[src/rtl/piso_serializer.sv]
// Parallel-in serial-out serializer with valid/ready word intake, stall support,
// first/last framing and back-to-back words with no idle gap between them.
module piso_serializer #(
    parameter int unsigned WIDTH      = 4,
    parameter bit          MSB_FIRST  = 1'b1,
    parameter bit          IDLE_LEVEL = 1'b0
) (
    input  logic             clk,
    input  logic             rst,
    input  logic [WIDTH-1:0] in_data,
    input  logic             in_valid,
    output logic             in_ready,
    input  logic             shift_en,
    output logic             ser_out,
    output logic             ser_valid,
    output logic             ser_first,
    output logic             ser_last,
    output logic             busy,
    output logic             done
);

    localparam int unsigned CW = $clog2(WIDTH);

    typedef enum logic {
        IDLE,
        SHIFT
    } state_t;

    state_t           state;
    logic [WIDTH-1:0] sreg;
    logic [CW-1:0]    cnt;

    logic             xfer;
    logic             last_xfer;
    logic             accept;
    logic [WIDTH-1:0] sreg_adv;

    // A word may be taken while idle, or in the very cycle the final bit leaves.
    assign xfer      = (state == SHIFT) && shift_en;
    assign last_xfer = xfer && ser_last;
    assign in_ready  = rst && ((state == IDLE) || last_xfer);
    assign accept    = in_valid && in_ready;
    assign sreg_adv  = MSB_FIRST ? {sreg[WIDTH-2:0], 1'b0} : {1'b0, sreg[WIDTH-1:1]};

    always_ff @(posedge clk or negedge rst) begin
        if (!rst) begin
            state     <= IDLE;
            sreg      <= '0;
            cnt       <= '0;
            ser_out   <= IDLE_LEVEL;
            ser_valid <= 1'b0;
            ser_first <= 1'b0;
            ser_last  <= 1'b0;
            busy      <= 1'b0;
            done      <= 1'b0;
        end else begin
            done <= last_xfer;
            if (accept) begin
                state     <= SHIFT;
                sreg      <= in_data;
                cnt       <= CW'(WIDTH - 1);
                ser_out   <= MSB_FIRST ? in_data[WIDTH-1] : in_data[0];
                ser_valid <= 1'b1;
                ser_first <= 1'b1;
                ser_last  <= 1'b0;
                busy      <= 1'b1;
            end else if (last_xfer) begin
                state     <= IDLE;
                ser_out   <= IDLE_LEVEL;
                ser_valid <= 1'b0;
                ser_first <= 1'b0;
                ser_last  <= 1'b0;
                busy      <= 1'b0;
            end else if (xfer) begin
                sreg      <= sreg_adv;
                cnt       <= cnt - CW'(1);
                ser_out   <= MSB_FIRST ? sreg_adv[WIDTH-1] : sreg_adv[0];
                ser_first <= 1'b0;
                ser_last  <= (cnt == CW'(1));
            end
        end
    end

endmodule

[config.mk]
export PLATFORM = sky130hd
export DESIGN_NAME = piso_serializer
export DESIGN_NICKNAME = d
export VERILOG_FILES = /design/src/rtl/piso_serializer.sv
export SDC_FILE = /design/constraint.sdc
export NUM_CORES = 1
export LEC_CHECK = 0
export BUFFER_PORTS_ARGS = -buffer_cell sky130_fd_sc_hd__buf_2
export CORE_AREA = 3 3 40 42
export CTS_CLUSTER_DIAMETER = 80
export DETAILED_ROUTE_END_ITERATION = 7
export DIE_AREA = 0 0 43 45
export PLACE_DENSITY = 0.58
export SLEW_MARGIN = 5
export SYNTH_ARGS = -nofsm -noshare
export SYNTH_HDL_FRONTEND = slang
export SYNTH_SLANG_ARGS = --single-unit
export TNS_END_PERCENT = 1
[constraint.sdc]
create_clock -name clk -period 2.33 [get_ports clk]
set_input_delay 0.3495 -clock clk [delete_from_list [all_inputs] [get_ports clk]]
set_output_delay 0.3495 -clock clk [all_outputs]
set_load 0.02 [all_outputs]
==> run metrics <==
run status=complete, no violations; DP Wirelength=639 µm; die width=43 µm; Setup Skew=0.00564 ns; Lkg Pwr=0.348 nW; GPL Wtd Cong=0.717; register area=250 µm²; Clock Latency Late Sink=0.26 ns; first-pass GRT wire length=1310 µm; CORE AREA=1280 µm²; routed len/inst=11.6 µm; port bufs=14; Tot Pwr=776 µW; FMAX=550 MHz; WS Path Type=input port to output pin; CP Cell Sequence=dlygate4sd3_1 > buf_2 > and2_1 > buf_2; total grt overflow=0; Cell Rows=13; Post-Place Setup Slack=0.937 ns; Starting Density=38.7%; final hold vios=0; CTS Buf Count=3; CTS Buffer Depth=2; Slew headroom=80.8%; yosys warns=0; CTS root buffer=clkbuf_4; power per cell area=1270 nW/µm²; register area share after synthesis=50.4%; final wirelength=835 µm; First-pass DRT Iterations=2; Diodes inserted=0; Max VDD drop=0.508 mV; clk slew on worst S/H paths=0.06 ns; # Post-CTS Setup Buffers=0; GRT Total Usage=9.61%; synthesized area=497 µm²; clock sink total=10; CTS tree=yes; Yosys cell types=18; slowest cell on the critical path=dlygate4sd3_1; Die H=45 µm; final setup violation count=0; synthesized net count=49; post-synthesis cell count=40; type of the tightest min-delay check=input port to flop; Final period util=78.0%; Critical Path End Type=output pin; area occupied by multi-input gates=228 µm²; DR vias/cell=4.58; vias in the first global route=306; WP buf/inv=3; Area growth, synth to finish=22.9%; CP Launch Type=input port; final worst slack=0.513 ns; Total Nets Final=68; DRC Markers=0; # IOs=15; CP arrival=1.47 ns; H-tree depth=1; Avg Synthesized Cell Area=12.4 µm²; unrepaired setup endpoints after global routing=false; DR vias=330; crit-path max FO=12; Tmin final=1.82 ns; Critical Path RT=1.98 ns; initial antenna violation count=0; Worst Tran Pin Value=0.288 ns; post-CTS resize count=0; cell family with most CP delay=buffers and inverters; Final ANT Viol Nets=0; MaxCap Viol Count=0; Slew Limit Fails=0; Critical Path Max Stage Delay=0.52 ns; synthesized flop and latch total=10; share of cells above drive strength 1=42.1%; die footprint=1940 µm²; most used cell, CP=buf_2; setup TNS=0 ns; fill count=125; hold-fix buffer count after cts=1; largest net degree at the start of global routing=13; DR iter-0 viols=3
-- per-stage QoR --
step	instances	instance area [µm²]	utilization, %	hold slack, ns
floorplan	40	497	-	0.0539
global placement	68	578	45.0	0.246
detailed placement	68	578	45.0	0.246
CTS	72	611	47.5	0.311
global route	72	611	47.5	0.294
finish	72	611	47.5	0.315
-- cells in the final DEF, fill, tap and decap left out, types with 2 or more instances in the layout --
cell type and count:
dfrtp_1 10, inv_1 3, clkbuf_4 3, mux2_4 2
nand2_1 8, buf_2 14, mux2i_1 3, mux2_1 2
-- layer usage --
metal | GRT usage (%) | part of all wire (%) | vias to the layer above
li1 | - | - | 170
met1 | 11.0 | 47 | 145
met2 | 14.7 | 42 | 15
met3 | 7.17 | 10 | 0
met4 | 1.81 | 0 | 0
met5 | 0 | 0 | -
-- synth_stat cells --
| cell | n | area (µm²) |
|---|---|---|
| a21oi_1 | 1 | 5.00 |
| nand2_1 | 8 | 30.0 |
| and2_1 | 1 | 6.26 |
| a21boi_0 | 1 | 7.51 |
| mux2_4 | 2 | 30.0 |
| xor2_1 | 1 | 8.76 |
| nand4b_1 | 1 | 8.76 |
| ha_1 | 1 | 12.5 |
| mux2_1 | 2 | 22.5 |
| dfrtp_1 | 10 | 250 |
| nand3_4 | 1 | 17.5 |
| a21bo_2 | 1 | 10.0 |
| inv_1 | 3 | 11.3 |
| nand3b_4 | 1 | 20.0 |
| and3_2 | 1 | 7.51 |
| mux2i_1 | 3 | 30.0 |
| and4b_2 | 1 | 11.3 |
| buf_4 | 1 | 7.51 |
-- state kept, by name, summed over array words and instances (netlist names) --
| signal | flops |
|---|---|
| sreg | 3 |
| ser_last | 1 |
| ser_first | 1 |
| done | 1 |
| ser_out | 1 |
| cnt | 2 |
| state | 1 |
-- cell families (layout without fill, tap and decap cells) --
logic type | Yosys count | after routing | synth area share (%)
buf+inv | 4 | 21 | 3.78
xor+xnor | 1 | 1 | 1.76
fa+ha+maj | 1 | 1 | 2.52
mux | 7 | 7 | 16.6
flops | 10 | 10 | 50.4
compound gates | 3 | 3 | 4.53
simple gates | 14 | 14 | 20.4
-- path summary, 6_finish.rpt --
path,from,end,slack [ns],cells past startpoint
min,in_data[3],ser_out,0.31,3
max,rst,in_ready,0.51,4
max reg2reg,ser_last,sreg[1],0.98,3
min reg2reg,ser_first,ser_first,0.48,2
max in group asynchronous,rst,sreg[1],1.61,2
min in group asynchronous,rst,ser_last,0.49,2
-- cell type report --
class,instances,area share [%]
timing repair buffer,15,13.1
clock buffer,3,3.69
inverter,3,1.84
sequential,10,41.0
multi-input combinational,26,37.3
tap,15,3.07
-- where the power goes --
group	switching (mW)	total (mW)	internal, mW
logic	0.182	0.353	0.171
clock network	0.0559	0.115	0.0595
registers	0.0577	0.308	0.250
total	0.296	0.776	0.480
-- worst min-delay path, stage by stage --
cell,delay [ns]
buf_2,0.09
inv_1,0.04
mux2i_1,0.05
Power figures use the tool's default switching activity.
